## src/rtl/riscv_pkg.sv

```systemverilog
// Shared types and encodings for the RV64IM decode stage.
package riscv_pkg;

  typedef enum logic [5:0] {
    OP_NONE = 6'd0, OP_ILLEGAL,
    OP_ADD, OP_ADDW, OP_SUB, OP_SUBW, OP_XOR, OP_OR, OP_AND,
    OP_MUL, OP_MULW, OP_DIV, OP_DIVU, OP_DIVW, OP_DIVUW,
    OP_REM, OP_REMU, OP_REMW, OP_REMUW,
    OP_ADDI, OP_ADDIW, OP_SLTI, OP_ANDI, OP_XORI, OP_ORI,
    OP_SLLI, OP_SRLI, OP_SRAI, OP_SLLIW, OP_SRLIW, OP_SRAIW,
    OP_LUI, OP_AUIPC, OP_JAL, OP_JALR
  } op_e;

  // major opcodes
  localparam logic [6:0] OP_REG    = 7'b0110011;
  localparam logic [6:0] OP_IMM    = 7'b0010011;
  localparam logic [6:0] OP_REG32  = 7'b0111011;
  localparam logic [6:0] OP_IMM32  = 7'b0011011;
  localparam logic [6:0] OPC_LUI   = 7'b0110111;
  localparam logic [6:0] OPC_AUIPC = 7'b0010111;
  localparam logic [6:0] OPC_JAL   = 7'b1101111;
  localparam logic [6:0] OPC_JALR  = 7'b1100111;

  // funct7 values; 64-bit shifts compare only the upper six bits
  localparam logic [6:0] F7_BASE   = 7'b0000000;
  localparam logic [6:0] F7_ALT    = 7'b0100000;
  localparam logic [6:0] F7_MULDIV = 7'b0000001;
  localparam logic [5:0] F6_BASE   = 6'b000000;
  localparam logic [5:0] F6_ALT    = 6'b010000;

  typedef struct packed {
    op_e         op;
    logic [5:0]  rd;
    logic [5:0]  rs1;
    logic [5:0]  rs2;
    logic [31:0] imm;
    logic        illegal;
  } dec_rec_t;

endpackage

```

## src/rtl/riscv_insn_field_decode.sv

```systemverilog
// Combinational crack of one 32-bit RV64IM word into a decoded record.
module riscv_insn_field_decode
  import riscv_pkg::*;
(
  input  logic [31:0] insn,
  output dec_rec_t    rec
);

  logic [6:0]  opc, f7;
  logic [2:0]  f3;
  logic [5:0]  f6;
  op_e         op;
  logic        use_rs1, use_rs2;
  logic [31:0] imm;

  assign opc = insn[6:0];
  assign f3  = insn[14:12];
  assign f7  = insn[31:25];
  assign f6  = insn[31:26];

  // classify the word; anything not matched exactly stays illegal
  always_comb begin
    op      = OP_ILLEGAL;
    use_rs1 = 1'b0;
    use_rs2 = 1'b0;
    imm     = '0;
    case (opc)
      OP_REG: begin
        use_rs1 = 1'b1;
        use_rs2 = 1'b1;
        case ({f7, f3})
          {F7_BASE,   3'b000}: op = OP_ADD;
          {F7_ALT,    3'b000}: op = OP_SUB;
          {F7_BASE,   3'b100}: op = OP_XOR;
          {F7_BASE,   3'b110}: op = OP_OR;
          {F7_BASE,   3'b111}: op = OP_AND;
          {F7_MULDIV, 3'b000}: op = OP_MUL;
          {F7_MULDIV, 3'b100}: op = OP_DIV;
          {F7_MULDIV, 3'b101}: op = OP_DIVU;
          {F7_MULDIV, 3'b110}: op = OP_REM;
          {F7_MULDIV, 3'b111}: op = OP_REMU;
          default:             op = OP_ILLEGAL;
        endcase
      end
      OP_REG32: begin
        use_rs1 = 1'b1;
        use_rs2 = 1'b1;
        case ({f7, f3})
          {F7_BASE,   3'b000}: op = OP_ADDW;
          {F7_ALT,    3'b000}: op = OP_SUBW;
          {F7_MULDIV, 3'b000}: op = OP_MULW;
          {F7_MULDIV, 3'b100}: op = OP_DIVW;
          {F7_MULDIV, 3'b101}: op = OP_DIVUW;
          {F7_MULDIV, 3'b110}: op = OP_REMW;
          {F7_MULDIV, 3'b111}: op = OP_REMUW;
          default:             op = OP_ILLEGAL;
        endcase
      end
      OP_IMM: begin
        use_rs1 = 1'b1;
        imm     = {{20{insn[31]}}, insn[31:20]};
        case (f3)
          3'b000: op = OP_ADDI;
          3'b010: op = OP_SLTI;
          3'b100: op = OP_XORI;
          3'b110: op = OP_ORI;
          3'b111: op = OP_ANDI;
          3'b001: begin
            imm = {26'b0, insn[25:20]};
            if (f6 == F6_BASE) op = OP_SLLI;
          end
          3'b101: begin
            imm = {26'b0, insn[25:20]};
            if (f6 == F6_BASE)     op = OP_SRLI;
            else if (f6 == F6_ALT) op = OP_SRAI;
          end
          default: op = OP_ILLEGAL;
        endcase
      end
      OP_IMM32: begin
        use_rs1 = 1'b1;
        imm     = {{20{insn[31]}}, insn[31:20]};
        case (f3)
          3'b000: op = OP_ADDIW;
          // full funct7 match rejects shamt[5]=1 on W shifts
          3'b001: begin
            imm = {27'b0, insn[24:20]};
            if (f7 == F7_BASE) op = OP_SLLIW;
          end
          3'b101: begin
            imm = {27'b0, insn[24:20]};
            if (f7 == F7_BASE)     op = OP_SRLIW;
            else if (f7 == F7_ALT) op = OP_SRAIW;
          end
          default: op = OP_ILLEGAL;
        endcase
      end
      OPC_LUI: begin
        op  = OP_LUI;
        imm = {{12{insn[31]}}, insn[31:12]};
      end
      OPC_AUIPC: begin
        op  = OP_AUIPC;
        imm = {{12{insn[31]}}, insn[31:12]};
      end
      OPC_JAL: begin
        op  = OP_JAL;
        imm = {{11{insn[31]}}, insn[31], insn[19:12], insn[20], insn[30:21], 1'b0};
      end
      OPC_JALR: begin
        use_rs1 = 1'b1;
        imm     = {{20{insn[31]}}, insn[31:20]};
        if (f3 == 3'b000) op = OP_JALR;
      end
      default: op = OP_ILLEGAL;
    endcase
  end

  // assemble the record; illegal words carry no fields
  always_comb begin
    rec    = '0;
    rec.op = op;
    if (op == OP_ILLEGAL) begin
      rec.illegal = 1'b1;
    end else begin
      rec.rd  = {1'b0, insn[11:7]};
      rec.rs1 = use_rs1 ? {1'b0, insn[19:15]} : 6'd0;
      rec.rs2 = use_rs2 ? {1'b0, insn[24:20]} : 6'd0;
      rec.imm = imm;
    end
  end

endmodule

```

## src/rtl/riscv_decode_stage.sv

```systemverilog
// Decode stage: output register + one-entry skid, end-of-program flag, counters.
module riscv_decode_stage
  import riscv_pkg::*;
#(
  parameter int PC_W  = 64,
  parameter int CNT_W = 32
) (
  input  logic             clk,
  input  logic             reset,
  input  logic             in_valid,
  output logic             in_ready,
  input  logic [31:0]      in_insn,
  input  logic [PC_W-1:0]  in_pc,
  output logic             out_valid,
  input  logic             out_ready,
  output op_e              out_op,
  output logic [5:0]       out_rd,
  output logic [5:0]       out_rs1,
  output logic [5:0]       out_rs2,
  output logic [31:0]      out_imm,
  output logic [PC_W-1:0]  out_pc,
  output logic             out_illegal,
  output logic             done,
  output logic [CNT_W-1:0] insn_count,
  output logic [15:0]      illegal_count
);

  dec_rec_t        dec, out_q, skid_q;
  logic [PC_W-1:0] out_pc_q, skid_pc_q;
  logic            out_v_q, skid_v_q, done_q, rdy_q;
  logic [CNT_W-1:0] icnt_q;
  logic [15:0]     ill_q;
  logic            acc, is_end, push, take, skid_v_n, done_n;

  riscv_insn_field_decode u_dec (.insn(in_insn), .rec(dec));

  assign acc      = in_valid && rdy_q;
  assign is_end   = acc && (in_insn == 32'h0);
  assign push     = acc && !is_end;
  assign take     = out_v_q && out_ready;
  // skid fills only when the output holds and is not drained; any take empties it
  assign skid_v_n = take ? 1'b0 : ((push && out_v_q) ? 1'b1 : skid_v_q);
  assign done_n   = done_q || is_end;

  // storage, handshake state and counters
  always_ff @(posedge clk) begin
    if (reset) begin
      out_q     <= '0;
      skid_q    <= '0;
      out_pc_q  <= '0;
      skid_pc_q <= '0;
      out_v_q   <= 1'b0;
      skid_v_q  <= 1'b0;
      done_q    <= 1'b0;
      rdy_q     <= 1'b0;
      icnt_q    <= '0;
      ill_q     <= '0;
    end else begin
      // ready is registered so out_ready never reaches in_ready combinationally
      rdy_q    <= !skid_v_n && !done_n;
      done_q   <= done_n;
      skid_v_q <= skid_v_n;
      if (push && out_v_q && !take) begin
        skid_q    <= dec;
        skid_pc_q <= in_pc;
      end
      if (take && skid_v_q) begin
        out_q    <= skid_q;
        out_pc_q <= skid_pc_q;
      end else if (push && (!out_v_q || take)) begin
        out_q    <= dec;
        out_pc_q <= in_pc;
        out_v_q  <= 1'b1;
      end else if (take) begin
        out_v_q  <= 1'b0;
      end
      if (take) icnt_q <= icnt_q + CNT_W'(1);
      if (take && out_q.illegal && ill_q != 16'hFFFF) ill_q <= ill_q + 16'd1;
    end
  end

  assign in_ready      = rdy_q;
  assign out_valid     = out_v_q;
  assign out_op        = out_q.op;
  assign out_rd        = out_q.rd;
  assign out_rs1       = out_q.rs1;
  assign out_rs2       = out_q.rs2;
  assign out_imm       = out_q.imm;
  assign out_illegal   = out_q.illegal;
  assign out_pc        = out_pc_q;
  assign done          = done_q;
  assign insn_count    = icnt_q;
  assign illegal_count = ill_q;

endmodule

```

## config.mk

```make
export PLATFORM = sky130hd
export DESIGN_NAME = riscv_decode_stage
export DESIGN_NICKNAME = d
export VERILOG_FILES = /design/src/rtl/riscv_pkg.sv /design/src/rtl/riscv_insn_field_decode.sv /design/src/rtl/riscv_decode_stage.sv
export SDC_FILE = /design/constraint.sdc
export NUM_CORES = 1
export LEC_CHECK = 0
export ABC_AREA = 1
export CORE_MARGIN = 10
export CORE_UTILIZATION = 60
export CTS_CLUSTER_DIAMETER = 40
export DETAILED_ROUTE_END_ITERATION = 8
export DONT_BUFFER_PORTS = 1
export PLACE_DENSITY = 0.76
export SLEW_MARGIN = 25
export SYNTH_ARGS = -nofsm -noshare
export SYNTH_HDL_FRONTEND = slang
export SYNTH_SLANG_ARGS = --single-unit
```

## constraint.sdc

```tcl
create_clock -name clk -period 6.3 [get_ports clk]
set_clock_uncertainty 0.15 [all_clocks]
set_input_delay 0.315 -clock clk [delete_from_list [all_inputs] [get_ports clk]]
set_output_delay 0.315 -clock clk [all_outputs]
set_load 0.005 [all_outputs]
```

* After elaboration in Yosys (flattened, before gate mapping) *
Cells that the tools add are included.

storage, ports and cells
  register bits after elaboration = 294
  bits in latches = 0
  bits in writable memories = 0
  memory bits (read-only) = 0
  input port bits = 100
  output and inout port bits = 172
  memories kept = 0

cells by class
  $add $sub $neg = 2
  multipliers = 0
  div/mod/pow operators = 0
  magnitude comparators = 0
  equal/unequal tests = 27
  shift operators = 0
  multiplexer cells = 29
  bitwise operators = 1
  reduce and logical (&&, ||, !) cells = 30

operators by type and width
  kind                     number
  $pmux W32 S5             1
  $mux W64                 2
  $mux W57                 2
  $mux W32                 2
  $eq A10 B4 Y1 const B    5
  $pmux W5 S10             1
  $mux W49                 1
  $pmux W6 S8              1
  $pmux W6 S7              1
  $pmux W5 S7              1
  $add A32 B1 Y32 const B  1
  $logic_not A32 Y1        1
  $eq A10 B3 Y1 const B    3
  $mux W5                  6
  $eq A7 B6 Y1 const B     4
  $eq A7 B5 Y1 const B     3
  $mux W6                  3
  $pmux W6 S3              1
  $add A16 B1 Y16 const B  1
  $ne A16 B16 Y1 const B   1
  $eq A7 B7 Y1 const B     2
  $eq A3 B3 Y1 const B     4
  $logic_and A1 B1 Y1      11
  $eq A10 B9 Y1 const B    1
  other kinds (16)         30

* Depth between registers and ports, before layout *
Gate-level depths: netlist (run 1).

  word-level depth = 9
  gate-level depth with buffers = 16
  depth with buffers taken out = 15

* Modules after synthesis *
Synthesis (run 1) repeated with hierarchy kept, for this count alone.

unflattened totals
  cell total of the unflattened synthesis = 2570
  area, all modules = 15766.4 um2

by module, submodules not included
  module                   instances  cells each  area each (um2)
  riscv_decode_stage       1          2276        14257.4
  riscv_insn_field_decode  1          294         1508.9

* Least setup slack after synthesis (run 1) *
Ideal clock, no wire load.

  path kind = reg2reg
  start point = register icnt_q[0], in the netlist insn_count[0]
  end point = register icnt_q[30], in the netlist insn_count[30]
  library setup time = 119 ps
  arrival time = 1783 ps
  setup slack = 4248 ps
  cell stages (with the launch flop) = 15
  buffers on the path = 0
  period minus slack after synthesis = 2052 ps
  cell sequence = dfxtp_1 -> ha_1 -> inv_1 -> nor3_1 -> nand2_1 -> nor2_1 -> nand2_1 -> inv_1 -> nand2_1 -> inv_1 -> nand2_1 -> nor2_1 -> nand3_1 -> o21ai_0 -> a21oi_1

on the way
  longest elaborated chain between the ends = 1

ends and longest elaborated chain
  what                      line                      text
  start: declaration        riscv_decode_stage.sv:31  logic [CNT_W-1:0] icnt_q;
  start signal: assignment  riscv_decode_stage.sv:77  if (take) icnt_q <= icnt_q + CNT_W'(1);
  $add A32 B1 Y32           riscv_decode_stage.sv:77

No other way between the ends.
A chain may end at the register's enable or synchronous reset.

* Worst setup path in the final report (run 1) *
  start point = input in_insn[17]
  end point = register out_pc_q[18], in the netlist out_pc[18]

on the way
  longest elaborated chain between the ends = 6

ends and longest elaborated chain
  what                                 line                      text
  start: declaration                   riscv_decode_stage.sv:12  input logic [31:0] in_insn,
  $logic_not A32 Y1                    riscv_decode_stage.sv:38  assign is_end = acc && (in_insn == 32'h0);
  $logic_and A1 B1 Y1                  riscv_decode_stage.sv:38
  $logic_not A1 Y1                     riscv_decode_stage.sv:39  assign push = acc && !is_end;
  $logic_and A1 B1 Y1                  riscv_decode_stage.sv:39
  $logic_and A1 B1 Y1                  riscv_decode_stage.sv:70  end else if (push && (!out_v_q || take)) begin
  $reduce_bool A2 Y1 (no source line)  --
  end signal: assignment               riscv_decode_stage.sv:69  out_pc_q <= skid_pc_q;
  end signal: assignment               riscv_decode_stage.sv:72  out_pc_q <= in_pc;
  end: declaration                     riscv_decode_stage.sv:29  logic [PC_W-1:0] out_pc_q, skid_pc_q;

No other way between the ends.

==> results of run 1 <==
kinds of logic (layout without fill, tap and decap cells):
kind of cell             Yosys count  count (layout)  synth area share
AO/OA/AOI/OAI                    397             397             0.187
XOR/XNOR                          15              15            0.0108
adder cells (fa/ha/maj)            2               2           0.00207
buffers and inverters            306             340             0.106
flip-flops                       266             266             0.440
other                              1               4          0.000310
AND/OR/NAND/NOR                  729             729             0.254
layout make-up:
cell class,instances,area share
Inverter,191,0.0517
Antenna cell,1,0.000179
Tap cell,265,0.0237
Clock inverter,18,0.0173
Timing Repair Buffer,85,0.0606
Sequential cell,266,0.380
Multi-Input combinational cell,1146,0.395
Clock buffer,46,0.0713
metrics by stage:
step	hold WS, ns	instance area [um2]	setup WS [ns]	util
detailed placement	0.248	12000	2.94	0.609
finish	0.0264	14000	2.73	0.713
floorplan	0.274	12100	4.25	-
global placement	0.248	12000	2.70	0.609
global route	0.0276	14000	2.57	0.713
CTS	0.00846	14000	2.86	0.712
state kept, by name, indices dropped and copies added (netlist names):
signal,count
out_imm,21
out_rs1,5
in_ready,1
out_rs2,5
out_illegal,1
skid_q,43
skid_pc_q,64
out_op,6
illegal_count,16
out_pc,64
out_valid,1
insn_count,32
done,1
out_rd,5
skid_v_q,1
worst paths after layout:
check,endpoint,depth (start not counted)
max,out_pc[18],13
min,skid_q[37],4
max reg2reg,out_pc[18],8
min reg2reg,skid_pc_q[30],2
timing repair:
action,4_1_cts,5_1_grt
hold buffers,77,0
hold endpoints to repair,210,0
setup endpoints to repair,0,0
worst min-delay path, cell delays in order:
cell	delay (ns)
inv_1	0.10
nor2_1	0.11
nand2_1	0.07
a21oi_1	0.05
where the power goes:
part	switching, W	internal [W]	total, W
clock network	0.000796	0.00127	0.00206
logic	0.000161	0.0000877	0.000249
registers	0.0000397	0.00173	0.00177
synthesized netlist by cell type (5+ instances only):
cell      count
buf_6         8
nand2_1     292
a31oi_1      29
buf_1         5
o211ai_1      8
o221ai_1     50
clkbuf_1     72
a21oi_1     150
nor3_1       29
nand4_1      13
o22ai_1       9
buf_2        15
inv_1       185
xor2_1       13
dfxtp_1     266
nand3_1     136
nor2_1      234
o21ai_0     141
buf_4        15
nor4_1        6
cells in the final DEF, fill, tap and decap left out, types with 4 or more instances in the layout:
cell and instances:
buf_4 8, dlygate4sd3_1 76, clkinvlp_4 4, o21ai_0 141
clkbuf_8 6, nand2_1 291, o211ai_1 8, clkbuf_1 4
inv_1 184, xor2_1 13, nor2_1 234, a31oi_1 29
a21oi_1 150, dfxtp_1 266, o221ai_1 50, nor3_1 29
nor2_4 5, nand4_1 13, nor4_1 6, nand3_1 135
o22ai_1 9, clkbuf_16 36, nor3b_1 4
routing by layer:
layer  vias to the layer above  track usage  part of all wire  routed length (um)
met2                       601        0.426              0.45               17000
met4                         0        0.129             0.046                1720
li1                       5696            -                 -                   -
met1                      5455        0.322              0.39               14500
met3                       121       0.0988              0.12                4350
met5                         -            0                 0                   0
==> results.md, run 1 <==
- The portion of synthesized cell area occupied by the leading cell type is 0.440.
- The routability-driven placement congestion ratio is 0.974.
- The launch instance of the worst register-to-register path is out_valid.
- In the final layout, flip-flops and latches occupy approximately 0.0053 mm2.
- The wire length per cell after detailed routing is ~19 um.
- The synthesized design contains 0 enable-type register cells.
- The clock sink count is 266.
- Counting flops and latches in the post-synthesis netlist gives 266.
- The level count of the clock H-tree is 2.
- In the final design database the tool counted between 1500 and 2000 nets.
- Fill cells in the final layout number around 1600.
- The finished layout holds approximately 2000 standard cells, fillers aside.
- Static timing analysis puts the maximum clock frequency at 280 MHz.
- For the worst setup path, the data required time is approximately 6.6 ns.
- The worst hold path begins at in_insn[24].
- The share of the Yosys chip area taken by registers is 0.440.
- The detail route stage leaves a number of antenna-violating nets equal to 0.
- Adding up every negative setup slack in the final design gives 0 ns.
- The maximum number of pins on one net before global-route repair is 95.
- The die covers 0.0263 mm2.
- In this run, post-CTS repair resized a total of 0 instances.
- The cell taking the most area after synthesis is dfxtp_1.
- The share of async-settable or async-resettable flops after synthesis is 0.
- Across every metal layer, demand over resource in global routing totals 0.271.
- Counting tap cells, the placed design contains a total of 1876 instances.
- The number of standard cells after synthesis is 1716.
- Detailed placement finished with a half-perimeter wire length of 24300 um.
- The setup check on the worst reg-to-reg path leaves a slack of 2.74 ns.
- The die is 162 um wide.
- The via count normalized by instance count is 5.88.
- The hold violation count in the final report was 0.
- The delay contributed by the slowest stage of the critical path is 0.58 ns.
- The number of distinct library cells after synthesis is 40.
- The later-pin clock latency in the skew report is 0.53 ns.
- The initial antenna violation count is 1.
- The post-CTS setup buffer count is 0.
- After synthesis, the mean cell area works out to 7.06 um2.
- Of all nets on the critical path, the largest fanout is 63.
- The critical path goes through dlygate4sd3_1 -> inv_1 -> nand4_1 -> nor4_1 -> nand4_1 -> nand2_1 -> inv_1 -> nand2_1 -> buf_4 -> inv_4 -> nand2_1 -> a31oi_1 -> dlygate4sd3_1.
- In the routed design, unresolved DRC markers number 0.
- The data arrival time of the critical path is approximately 3.8 ns.
- The maximum number of buffers from clock root to sink is 3.
- TritonCTS built the clock tree.
- Of the available clock period, the critical path in the final layout requires 0.567.
- For this configuration, the core starts out at a cell density of 0.616.
- Clock-pin slew was measured on the worst setup and hold paths at roughly 0.060 ns.
- The cell type group with the largest total delay on the critical path is buffers and inverters.
- The ratio of cells with drive above 1 in the final layout is 0.0514.
- The CTS buffer count is 36.
- The area growth from synthesis to layout is 15.6%.
- The combined buffer and inverter count along the critical path is 6.
- The count of pins over their slew limit was 0.
- During synthesis, Yosys emitted a total of 0 warnings.
- The path class of the tightest hold or removal check is in2reg.
- The area of the placeable core is 0.0197 mm2.
- The root buffer cell chosen for the clock tree is clkbuf_16.
- The count of buffers added on input and output ports is 0.
- The multi-input combinational cell area is 0.00553 mm2.
- The highest ir drop seen on vdd is 0.244 mV.
- The worst setup path is captured at a flop.
- Max-cap violations in this run came to 0.
- At the pin with the least slew margin, the transition time is 0.807 ns.
- The area of the mapped netlist is 0.0121 mm2.
- The total setup violations reported at the end of the flow is 0.
- Setup repair after global routing left no endpoint under its margin.
- The vertical die dimension is around 160 um.
- The worst setup path is of the in2reg kind.
- By area the synthesized netlist is led by dfxtp_1 44%, nand2_1 9.0%, nor2_1 7.3%.
- Subtracting the final worst setup slack from the clock period gives 3.57 ns.
- The critical path startpoint category is an input pin.
- The cell with the largest stage delay on the worst path is dlygate4sd3_1.
- The detailed router's first-iteration violation count is 1027.
- In this run the core area contains 51 standard-cell rows.
- about 270 I/O pins were placed.
- The pre-antenna-repair detailed-routing pass consisted of 6 iterations.
- The cell leakage power is 5.42 nW.
- The first-pass GRT wire length is 59500 um.
- The via count of the routed design is 11873.
- In the synthesized netlist the dominant register cell turns out to be dfxtp_1.
- The run finished with clean final reports.
- The most numerous cell type found on the critical path is nand2_1.
- Overall power consumption after layout is estimated at 0.00408 W.
- The most critical setup path has its startpoint at in_insn[17].
- Headroom to the max-slew limit came out at 0.462.
- The total power divided by cell area is 291 mW/mm2.
- The final wirelength is 37600 um.
- The via count of the first global-routing pass was 11177.
- After global routing the overflow that remains totals 0.
(Power assumes the default switching activity.)
==> run 2: changes to the inputs <==
--- a/config.mk
+++ b/config.mk
@@ -5,13 +5,13 @@
 export SDC_FILE = /design/constraint.sdc
 export NUM_CORES = 1
 export LEC_CHECK = 0
-export ABC_AREA = 1
+export ABC_AREA = 0
 export CORE_MARGIN = 10
-export CORE_UTILIZATION = 60
+export CORE_UTILIZATION = 57
 export CTS_CLUSTER_DIAMETER = 40
 export DETAILED_ROUTE_END_ITERATION = 8
 export DONT_BUFFER_PORTS = 1
-export PLACE_DENSITY = 0.76
+export PLACE_DENSITY = 0.75
 export SLEW_MARGIN = 25
 export SYNTH_ARGS = -nofsm -noshare
 export SYNTH_HDL_FRONTEND = slang
==> constraint.sdc (replaced) <==
create_clock -name clk -period 3.05 [get_ports clk]
set_clock_uncertainty 0.15 [all_clocks]
set_input_delay 0.1525 -clock clk [delete_from_list [all_inputs] [get_ports clk]]
set_output_delay 0.1525 -clock clk [all_outputs]
set_load 0.005 [all_outputs]
==> results.md, run 2 <==
- The run finished, with violations left.
- The final reports fail on negative hold slack.
- The count of buffers added on input and output ports is 0.
- The worst slew margin relative to its limit is 0.366.
- The half-perimeter wire length after detailed placement is 22200 um.
- For flop-to-flop paths, the worst setup slack is 0.15 ns.
- The final wirelength is 37300 um.
- The cell repeated most along the worst path is dlygate4sd3_1.
- The routability-driven placement congestion ratio is 0.950.
- The critical path startpoint category is an input pin.
- The initial antenna violation count is 1.
- The signal on the critical path passes through dlygate4sd3_1 -> or3_1 -> dlygate4sd3_1 -> a21oi_1 -> dlygate4sd3_1 -> nor2_1 -> nor4_1.
- The number of standard cells after synthesis is 1362.
- The required time of the critical path is 3.31 ns.
- The first-pass GRT wire length is slightly below 60000 um.
- The top flip-flop cell by instance count after synthesis is dfxtp_1.
- The area of the placeable core is 0.0193 mm2.
- Clock tree synthesis selected as its root buffer the cell clkbuf_16.
- Setup violations remaining at the end of the flow were counted as 0.
- Counting the buffers created by CTS gives 34.
- The top cell types in the final layout, fill and taps aside, are 266 x dfxtp_1, 220 x nor2_1, 201 x nand2_1, 169 x dlygate4sd3_1, 94 x a21oi_1.
- The depth of the most critical reg-to-reg path is 7.
- The fraction of power consumed by combinational cells is 0.061.
- In this run the worst path has a maximum fanout of 12.
- The share of async-settable or async-resettable flops after synthesis is 0.
- The adder-cell share of the synthesized area is 0.00225.
- The cell with the largest stage delay on the worst path is dlygate4sd3_1.
- The area of the mapped netlist is about 0.011 mm2.
- The internal power of the cells totals 0.00619 W.
- The sequential cell fraction of total power is 0.451.
- After floorplanning, the core was divided into 51 placement rows.
- Summed over all cells, the static leakage comes to between 5 and 6 nW.
- The kind of end point of the critical path is a flop.
- The total power divided by cell area is 573 mW/mm2.
- The layout has 1401 filler cells.
- Of the post-synthesis cell area, the dominant cell type holds 0.479.
- In this run the mean area of a mapped cell was between 8 and 9 um2.
- The CTS tree is built.
- The share of total power dissipated in the clock network is 0.489.
- The hold violation count in the final report is 12.
- The die area is 0.0255 mm2.
- In the post-synthesis netlist, the biggest area contributors are dfxtp_1 48%, nor2_1 7.5%, nand2_1 6.9%.
- The highest ir drop seen on vdd is between 0.4 and 0.5 mV.
- The final hold slack is -0.0462 ns.
- The number of antenna-violating nets in the routed design is 0.
- Timing would allow up to between 300 and 400 MHz.
- The number of warnings issued by yosys is 0.
- The count of pins over their slew limit came to 0.
- Max-cap violations in this run came to 0.
- The logic depth of the worst setup path including buffers is 7.
- The clock net in this run drives a total of ~270 sinks.
- Summed over all failing endpoints, the final setup total negative slack is 0 ns.
- The vertical die dimension is 160 um.
- The fraction of power spent switching nets is 0.230.
- The number of distinct library cells after synthesis is 65.
- The final critical-path required period is between 2 and 3 ns.
- After clock tree synthesis, the clock-pin slew on the worst setup and hold paths is 0.05 ns.
- Yosys mapped a number of flops with a built-in enable equal to 0.
- The worst hold path was traced through 2 stages.
- The worst setup path category is in2reg.
- The cell taking the most area after synthesis is dfxtp_1.
- The transition time at the pin with the least slew margin is 0.949 ns.
- The cell type group with the largest total delay on the critical path is buffers and inverters.
- By count the netlist is led by 266 x dfxtp_1, 223 x nor2_1, 204 x nand2_1.
- The maximum number of buffers from clock root to sink is 3.
- Of the total synthesized cell area, the portion taken by XOR and XNOR cells is 0.0268.
- The overall fraction of global-route tracks in use is 0.275.
- For this run, the post-layout net count is 1585.
- In the routed design, unresolved DRC markers number 0.
- The delay contributed by the slowest stage of the critical path is between 0.6 and 0.7 ns.
- The remaining global-route overflow is 0.
- The number of ports placed on the die boundary is 272.
- The initial utilization of the core area, before any placement, comes to 0.575.
- Of the post-synthesis cell area, the part taken by muxes is 0.00822.
- In this run, synthesis produced a sequential element count of 266.
- 0 antenna diodes ended up in the layout.
- The portion of the clock cycle consumed by the worst path in the final layout is 0.953.
- The main combinational cell family by area after synthesis is simple AND/OR/NAND/NOR gates.
- The ratio of cells with drive above 1 in the final layout is 0.0724.
- The later pin in the worst-skew pair is clocked with a latency of 0.50 ns.
- Dividing the detail-routed wire length by the instance count gives 21.1 um.
- Across all layers, the routed design uses 10891 vias.
- The relative area change from synthesis to final layout is 26.3%.
- Summed over all nets, the switching power comes to 0.00185 W.
- The most common cell in the netlist is dfxtp_1.
- The floorplan die width is about 160 um.
- The share of the synthesized area in compound gates (AO/OA/AOI/OAI) is 0.178.
- The data arrival time of the critical path is 3.16 ns.
- The leading cell type in the layout, fill and taps excluded is dfxtp_1.
- For this run, the register share of the synthesized area comes to 0.479.
- The tightest min-delay check is of the in2reg type.
- In the routed layout, each cell is associated on average with a via count of 6.15.
- The H-tree generated during clock tree synthesis spans 2 levels.
- Of the total synthesized cell area, the portion taken by AND, OR, NAND and NOR gates is 0.247.
- The first detailed-routing pass took 6 iterations.
- Together, buffers and inverters on the worst path number 3.
- The via count of the first global-routing pass is 10436.
- The detailed router's first-iteration violation count is 1219.
- Entering global routing, the biggest net connects around 150 pins.
- Setup repair after global routing left no endpoint under its margin.
run 2: changes by cell type after synthesis, sizes merged, moves of 12 or more:
cell,before,now
a31oi,29,6
nor2,242,225
inv,189,22
nand2,295,204
a22oi,0,41
nor4,6,52
xnor2,2,16
o221ai,50,0
o21ai,143,74
a222oi,0,22
or3,1,16
a21oi,150,96
and3,0,12
nand3,136,28
run 2: path summary, 6_finish.rpt:
kind / startpoint / endpoint
worst min register to register: skid_q[41] / skid_q[41]
worst max register to register: out_valid / skid_pc_q[54]
worst min-delay path: reset / out_pc[0]
worst max-delay path: in_insn[5] / out_op[5]
run 2: power groups by stage:
| stage | combinational [W] | clock [W] | sequential, W |
|---|---|---|---|
| final | 0.000489 | 0.00393 | 0.00362 |
| after global placement | 0.000290 | 0 | 0.00369 |
| after detailed placement | 0.000295 | 0 | 0.00370 |
| after global routing | 0.000528 | 0.00411 | 0.00363 |
| after floorplan | 0.000289 | 0 | 0.00367 |
| after CTS | 0.000469 | 0.00397 | 0.00362 |
run 2: through the flow:
step	total power, W	worst slack [ns]	util	area (um2)	instances
2_1_floorplan	0.00395	0.611	-	11100	1364
3_3_place_gp	0.00398	0.412	0.577	11200	1542
3_5_place_dp	0.00399	0.349	0.577	11200	1542
4_1_cts	0.00806	0.0255	0.724	14000	1770
5_1_grt	0.00827	0.0268	0.726	14000	1771
6_report	0.00804	0.144	0.726	14000	1771
run 2: what timing repair did:
item | CTS | global route
setup buffers | 0 | 0
setup endpoints to repair | 0 | 21
hold endpoints to repair | 266 | 1
hold buffers | 169 | 1
gates resized for setup | 0 | 7
run 2: metal layers:
| metal | vias up | global-route usage | share of wire |
|---|---|---|---|
| met5 | - | 0 | 0.00035 |
| met4 | 2 | 0.110 | 0.038 |
| met3 | 114 | 0.100 | 0.12 |
| met2 | 636 | 0.442 | 0.46 |
| met1 | 5117 | 0.329 | 0.38 |
| li1 | 5022 | - | - |
run 2: logic make-up after synthesis:
group                      Yosys count
adders and majority gates            2
DFF                                266
xor gates and xnor gates            34
and+or+nand+nor                    611
AOI/OAI and AO/OA                  305
muxes                                9
other                                1
buffers and inverters              134
run 2: worst register-to-register path: stages (launching register included):
cell,delay (ns)
dfxtp_1,0.46
buf_4,0.21
nor2b_2,0.35
and2_2,0.26
buf_4,0.45
nand2_1,0.20
a21oi_1,0.20
dlygate4sd3_1,0.56
run 2: cell type report:
type                    instances  area [um2]  share of cell area
well taps                     265         332              0.0236
multi-input cells             964        5210               0.371
clock buffers                  44         970              0.0691
flip-flops and latches        266        5330               0.379
clock inverters                15         156              0.0111
repair buffers                195        1960               0.139
inverters                      22        82.6             0.00588
